**config.mk**
```make
export PLATFORM = sky130hd
export DESIGN_NAME = riscv_fetch_stage
export DESIGN_NICKNAME = d
export VERILOG_FILES = /design/src/rtl/riscv_fetch_stage.sv
export SDC_FILE = /design/constraint.sdc
export NUM_CORES = 1
export LEC_CHECK = 0
export BUFFER_PORTS_ARGS = -buffer_cell sky130_fd_sc_hd__clkbuf_2
export CORE_MARGIN = 3
export CORE_UTILIZATION = 50
export CTS_CLUSTER_SIZE = 14
export DETAILED_ROUTE_END_ITERATION = 8
export PLACE_DENSITY_LB_ADDON = 0.12
export SLEW_MARGIN = 10
export SYNTH_ARGS = -nofsm -noshare
export SYNTH_HDL_FRONTEND = slang
export SYNTH_SLANG_ARGS = --single-unit
```
**constraint.sdc**
```tcl
create_clock -name clk -period 5 [get_ports clk]
set_input_delay 0.25 -clock clk [delete_from_list [all_inputs] [get_ports clk]]
set_output_delay 0.25 -clock clk [all_outputs]
set_load 0.1 [all_outputs]
```
**src/rtl/riscv_fetch_stage.sv**
```systemverilog
// RV32I instruction-fetch stage: owns the PC, issues one-outstanding imem requests
// and holds the IF/ID pipeline register with a one-entry skid buffer for stalls.
//
// state | meaning
// FETCH | request at pc outstanding; accept data into IF/ID or skid
// HOLD  | skid holds a fetched instruction while IF/ID is stalled; no request
// DRAIN | redirected while a request was in flight; wait out and drop its data
module riscv_fetch_stage #(
    parameter logic [31:0] RESET_PC  = 32'h0000_0000,
    parameter logic [31:0] NOP_INSTR = 32'h0000_0013
) (
    input  logic        clk,
    input  logic        rst,
    output logic        imem_req,
    output logic [31:0] imem_addr,
    input  logic        imem_ready,
    input  logic [31:0] imem_rdata,
    input  logic        stall,
    input  logic        redirect_valid,
    input  logic [31:0] redirect_pc,
    output logic        if_id_valid,
    output logic [31:0] if_id_pc,
    output logic [31:0] if_id_instr,
    output logic [6:0]  if_id_opcode
);

    typedef enum logic [1:0] {FETCH, HOLD, DRAIN} state_t;

    state_t      state;
    state_t      state_nxt;
    logic [31:0] pc;
    logic [31:0] drain_addr;
    logic [31:0] skid_pc;
    logic [31:0] skid_instr;

    always_ff @(posedge clk) begin
        if (rst) state <= FETCH;
        else     state <= state_nxt;
    end

    // A redirect landing in DRAIN together with imem_ready still completes the drain.
    always_comb begin
        state_nxt = state;
        case (state)
            FETCH: begin
                if (redirect_valid)
                    state_nxt = imem_ready ? FETCH : DRAIN;
                else if (imem_ready && stall && if_id_valid)
                    state_nxt = HOLD;
            end
            HOLD:    if (redirect_valid || !stall) state_nxt = FETCH;
            DRAIN:   if (imem_ready) state_nxt = FETCH;
            default: state_nxt = FETCH;
        endcase
    end

    always_comb begin
        imem_req  = !rst && (state != HOLD);
        imem_addr = (state == DRAIN) ? drain_addr : pc;
    end

    always_ff @(posedge clk) begin
        if (rst) begin
            pc          <= RESET_PC;
            drain_addr  <= RESET_PC;
            skid_pc     <= 32'h0;
            skid_instr  <= NOP_INSTR;
            if_id_valid <= 1'b0;
            if_id_pc    <= 32'h0;
            if_id_instr <= NOP_INSTR;
        end else if (redirect_valid) begin
            pc          <= redirect_pc & ~32'h3;
            if_id_valid <= 1'b0;
            if_id_instr <= NOP_INSTR;
            if (state == FETCH && !imem_ready)
                drain_addr <= pc;
        end else begin
            case (state)
                FETCH: begin
                    if (imem_ready) begin
                        if (!stall || !if_id_valid) begin
                            if_id_valid <= 1'b1;
                            if_id_pc    <= pc;
                            if_id_instr <= imem_rdata;
                        end else begin
                            skid_pc    <= pc;
                            skid_instr <= imem_rdata;
                        end
                        pc <= pc + 32'd4;
                    end else if (!stall) begin
                        if_id_valid <= 1'b0;
                        if_id_instr <= NOP_INSTR;
                    end
                end
                HOLD: begin
                    if (!stall) begin
                        if_id_valid <= 1'b1;
                        if_id_pc    <= skid_pc;
                        if_id_instr <= skid_instr;
                    end
                end
                default: begin
                    if (!stall) begin
                        if_id_valid <= 1'b0;
                        if_id_instr <= NOP_INSTR;
                    end
                end
            endcase
        end
    end

    assign if_id_opcode = if_id_instr[6:0];

endmodule

```
==> flow_summary.html <==
<table>
<tr><th>Metric</th><th>Value</th></tr>
<tr><th colspan="2">Outcome</th></tr>
<tr><td>Result of the run</td><td>finished clean</td></tr>
<tr><th colspan="2">Global route</th></tr>
<tr><td>Maximum number of pins on one net before global-route repair</td><td>90</td></tr>
<tr><td>Remaining global-route overflow</td><td>0</td></tr>
<tr><td>Via count of the first global-routing pass</td><td>about 6700</td></tr>
<tr><td>First-pass GRT wire length</td><td>between 30000 and 40000 µm</td></tr>
<tr><td>Initial antenna violation count</td><td>0</td></tr>
<tr><td>Aggregate global-route resource usage</td><td>0.231</td></tr>
<tr><th colspan="2">Layout</th></tr>
<tr><td>Area Growth Syn to Fin</td><td>17.5%</td></tr>
<tr><td>Antenna diodes</td><td>0</td></tr>
<tr><td>Final net count</td><td>roughly 1100</td></tr>
<tr><td>Fraction of layout cells with a size suffix above 1</td><td>0.233</td></tr>
<tr><td>Final Instance Count excl. Fillers</td><td>between 1000 and 1500</td></tr>
<tr><th colspan="2">Clocking</th></tr>
<tr><td>Post-CTS Resized</td><td>0</td></tr>
<tr><td># hold bufs at CTS</td><td>0</td></tr>
<tr><td>H-tree levels</td><td>4</td></tr>
<tr><td>Number of setup buffers added after CTS</td><td>0</td></tr>
<tr><td>Clock buffers created by TritonCTS</td><td>17</td></tr>
<tr><td>Clock insertion delay at the later pin of the skew report</td><td>0.43 ns</td></tr>
<tr><td>Number of sinks driven by the clock tree</td><td>~190</td></tr>
<tr><td>Clock tree from TritonCTS</td><td>built</td></tr>
<tr><td>Clock input transition at the sequential cells of the worst setup and hold paths</td><td>~0.070 ns</td></tr>
<tr><td>Max Buffers Root-to-Sink</td><td>2</td></tr>
<tr><td>Clk Tree Root Cell</td><td>clkbuf_16</td></tr>
<tr><th colspan="2">Min path</th></tr>
<tr><td>Class of the tightest hold or removal check</td><td>in -&gt; reg</td></tr>
<tr><th colspan="2">Power and ir drop</th></tr>
<tr><td>Power Density</td><td>about 390 nW/µm²</td></tr>
<tr><td>Switching power</td><td>1.18 mW</td></tr>
<tr><td>Proportion of power drawn by flip-flops and latches</td><td>0.424</td></tr>
<tr><td>Maximum VDD drop</td><td>0.273 mV</td></tr>
<tr><td>Sw Ratio</td><td>0.312</td></tr>
<tr><td>Part of the total power dissipated in the clock network</td><td>0.399</td></tr>
<tr><td>Internal Dissipation</td><td>2.61 mW</td></tr>
<tr><td>Portion of total power attributed to combinational logic</td><td>0.177</td></tr>
<tr><td>Leakage power figure</td><td>3.64 nW</td></tr>
<tr><th colspan="2">Floorplan</th></tr>
<tr><td>Core region area</td><td>16000 µm²</td></tr>
<tr><td>Starting Density</td><td>0.514</td></tr>
<tr><td>I/O pin cnt</td><td>~170</td></tr>
<tr><td>Die Wd</td><td>134 µm</td></tr>
<tr><td>DIE AREA</td><td>18000 µm²</td></tr>
<tr><td>Die H</td><td>134 µm</td></tr>
<tr><td>Number of placement rows</td><td>between 40 and 50</td></tr>
<tr><th colspan="2">Synth</th></tr>
<tr><td>Fraction of the mapped netlist area in compound gates</td><td>0.196</td></tr>
<tr><td>Number of enable flip-flop cells after synthesis</td><td>0</td></tr>
<tr><td>Main combinational cell family by area after synthesis</td><td>compound AO/OA/AOI/OAI gates</td></tr>
<tr><td>Sequential area share after synthesis</td><td>0.455</td></tr>
<tr><td>Mapped cell area</td><td>8230 µm²</td></tr>
<tr><td>Flip-flop cell with the highest count after synthesis</td><td>dfxtp_1</td></tr>
<tr><td>Multiplexer share of the synthesized area</td><td>0.0775</td></tr>
<tr><td>Area share of xor/xnor cells in the synthesized design</td><td>0.0117</td></tr>
<tr><td>Average footprint of a synthesized cell</td><td>roughly 8.3 µm²</td></tr>
<tr><td>Library cells used by synthesis</td><td>50</td></tr>
<tr><td>Yosys reg bits</td><td>approximately 190</td></tr>
<tr><td>Syn. warnings</td><td>0</td></tr>
<tr><td>Adder-cell area share of the yosys netlist</td><td>0.00152</td></tr>
<tr><td>Number of instances in the synthesized netlist</td><td>approximately 990</td></tr>
<tr><td>Async SR Flop Fraction</td><td>0</td></tr>
<tr><td>Area fraction in and, or, nand and nor cells after synthesis</td><td>0.195</td></tr>
<tr><th colspan="2">Worst setup path</th></tr>
<tr><td>Nature of the critical path startpoint</td><td>flip-flop</td></tr>
<tr><td>Maximum net fanout on the critical path</td><td>31</td></tr>
<tr><td>Endpoint arrival time on the critical path</td><td>approximately 2.9 ns</td></tr>
<tr><td>Critical path class</td><td>reg -&gt; out</td></tr>
<tr><td>Kind of capture point of the worst setup path</td><td>output pin</td></tr>
<tr><td>Required time at the worst-slack endpoint</td><td>approximately 4.8 ns</td></tr>
<tr><th colspan="2">Timing</th></tr>
<tr><td>Share of the cycle needed by the critical path after routing</td><td>0.620</td></tr>
<tr><td>Achievable clock frequency</td><td>between 0.3 and 0.4 GHz</td></tr>
<tr><td>Final Setup Violations</td><td>0</td></tr>
<tr><td>Max-Slew Margin vs Limit</td><td>0.341</td></tr>
<tr><td>Summed negative setup slack over all endpoints</td><td>0 ns</td></tr>
<tr><td>Total count of hold-check failures in the final report</td><td>0</td></tr>
<tr><td>Worst-Margin Slew</td><td>roughly 0.99 ns</td></tr>
<tr><td>Layout Skew</td><td>0.00826 ns</td></tr>
<tr><td>Max Slew Vio Count</td><td>0</td></tr>
<tr><td>Unrepaired setup endpoints after global routing</td><td>no</td></tr>
<tr><td>Min Tclk post-route</td><td>3.10 ns</td></tr>
<tr><th colspan="2">Routing</th></tr>
<tr><td>Vias per inst</td><td>between 5 and 6</td></tr>
<tr><td>Total wire length after detailed routing</td><td>around 21000 µm</td></tr>
<tr><td>Avg WL per Cell</td><td>16.2 µm</td></tr>
<tr><td>Number of routed nets with antenna violations</td><td>0</td></tr>
<tr><td>Vias post-DR</td><td>between 7000 and 8000</td></tr>
<tr><td>Initial DRC count</td><td>between 400 and 500</td></tr>
<tr><td>DRT Pass-1 Iters</td><td>5</td></tr>
<tr><td>Number of design rule violations left after detail routing</td><td>0</td></tr>
<tr><th colspan="2">Place</th></tr>
<tr><td>Placed cell count</td><td>1276</td></tr>
<tr><td>Final weighted congestion of routability-driven global placement</td><td>0.767</td></tr>
<tr><td>Hpwl dp</td><td>between 10000 and 15000 µm</td></tr>
<tr><td>Number of input and output port buffers inserted</td><td>approximately 170</td></tr>
<tr><th colspan="2">Run</th></tr>
<tr><td>Max-Cap Viols</td><td>0</td></tr>
</table>
-- critical path, stage by stage (launching register included) --
cell      delay [ns]
dfxtp_1         0.68
nor2b_4         0.91
mux2_2          0.44
clkbuf_2        0.37
-- cell usage in the layout (no fill, tap or decap), drive strengths merged, types with 4 or more instances in the layout --
| cell type | count |
|---|---|
| o21ai | 6 |
| xnor2 | 5 |
| o31ai | 9 |
| a22oi | 29 |
| a311oi | 14 |
| mux2i | 30 |
| inv | 12 |
| nor4 | 11 |
| mux2 | 30 |
| nor2 | 88 |
| and3 | 4 |
| a211oi | 41 |
| dfxtp | 187 |
| bufinv | 5 |
| nand4 | 12 |
| or4 | 12 |
| a21oi | 97 |
| a22o | 27 |
| xor2 | 6 |
| nand3b | 5 |
| or3 | 4 |
| clkbuf | 186 |
| nand2 | 204 |
| o31a | 5 |
| conb | 4 |
| nand3 | 9 |
| buf | 15 |
-- cell usage after synthesis, drive strengths merged, types with 6 or more instances --
cell | count | share of area
nand2 | 204 | 0.093
dfxtp | 187 | 0.45
a21oi | 97 | 0.059
nor2 | 88 | 0.040
clkbuf | 81 | 0.037
a211oi | 41 | 0.037
buf | 30 | 0.023
mux2 | 30 | 0.041
mux2i | 30 | 0.036
a22oi | 29 | 0.026
a22o | 27 | 0.029
a311oi | 14 | 0.015
nand4 | 12 | 0.0091
or4 | 12 | 0.011
nor4 | 11 | 0.0084
nand3 | 9 | 0.0061
o31ai | 9 | 0.0082
inv | 8 | 0.0036
o21ai | 6 | 0.0036
xor2 | 6 | 0.0064
-- final cells by class --
class | instances | area, µm²
inverter | 8 | 30.0
clock buffer | 20 | 457
sequential | 187 | 3740
timing repair buffer | 181 | 943
fill | 1559 | 6330
clock inverter | 12 | 205
multi-input combinational | 684 | 4020
tap | 216 | 270
-- metal layers --
layer  part of all wire  GRT usage
met2               0.47      0.375
met1               0.46      0.306
met4             0.0095     0.0509
met5                  0          0
met3              0.061     0.0690
-- final timing paths --
path,endpoint,cells past startpoint,slack [ns],from
worst max-delay path,imem_addr[10],3,1.90,state[1]
worst max register to register,pc[26],5,2.36,pc[2]
worst min-delay path,skid_instr[15],3,0.05,imem_rdata[15]
worst min register to register,drain_addr[17],2,0.45,drain_addr[17]
-- sequential cells by signal, summed over array words and instances, names as in the netlist --
| name | flops |
|---|---|
| skid_pc | 30 |
| state | 2 |
| if_id_instr | 32 |
| if_id_pc | 30 |
| pc | 30 |
| if_id_valid | 1 |
| skid_instr | 32 |
| drain_addr | 30 |
-- per-stage QoR --
stage / total power [mW] / worst slack, ns / hold WS [ns] / area (µm²) / utilization
global route: 3.91 / 1.78 / 0.0404 / 9670 / 0.604
global placement: 2.31 / 2.33 / 0.438 / 9010 / 0.563
detailed placement: 2.31 / 2.35 / 0.443 / 9010 / 0.563
finish: 3.79 / 1.90 / 0.0485 / 9670 / 0.604
floorplan: 2.18 / 2.47 / 0.374 / 8240 / -
CTS: 3.81 / 1.88 / 0.0360 / 9670 / 0.604
-- logic make-up after synthesis --
family | count (synthesis)
mux | 60
xor+xnor | 11
compound gates | 240
flops | 187
buf+inv | 119
fa+ha+maj | 1
other cells | 1
simple gates | 368
-- power groups by stage --
stage / combinational (mW) / sequential [mW] / clock (mW)
2_1_floorplan: 0.397 / 1.79 / 0
3_3_place_gp: 0.673 / 1.64 / 0
3_5_place_dp: 0.675 / 1.64 / 0
4_1_cts: 0.676 / 1.60 / 1.53
5_1_grt: 0.707 / 1.61 / 1.59
6_report: 0.672 / 1.61 / 1.51
(Power assumes the default switching activity.)
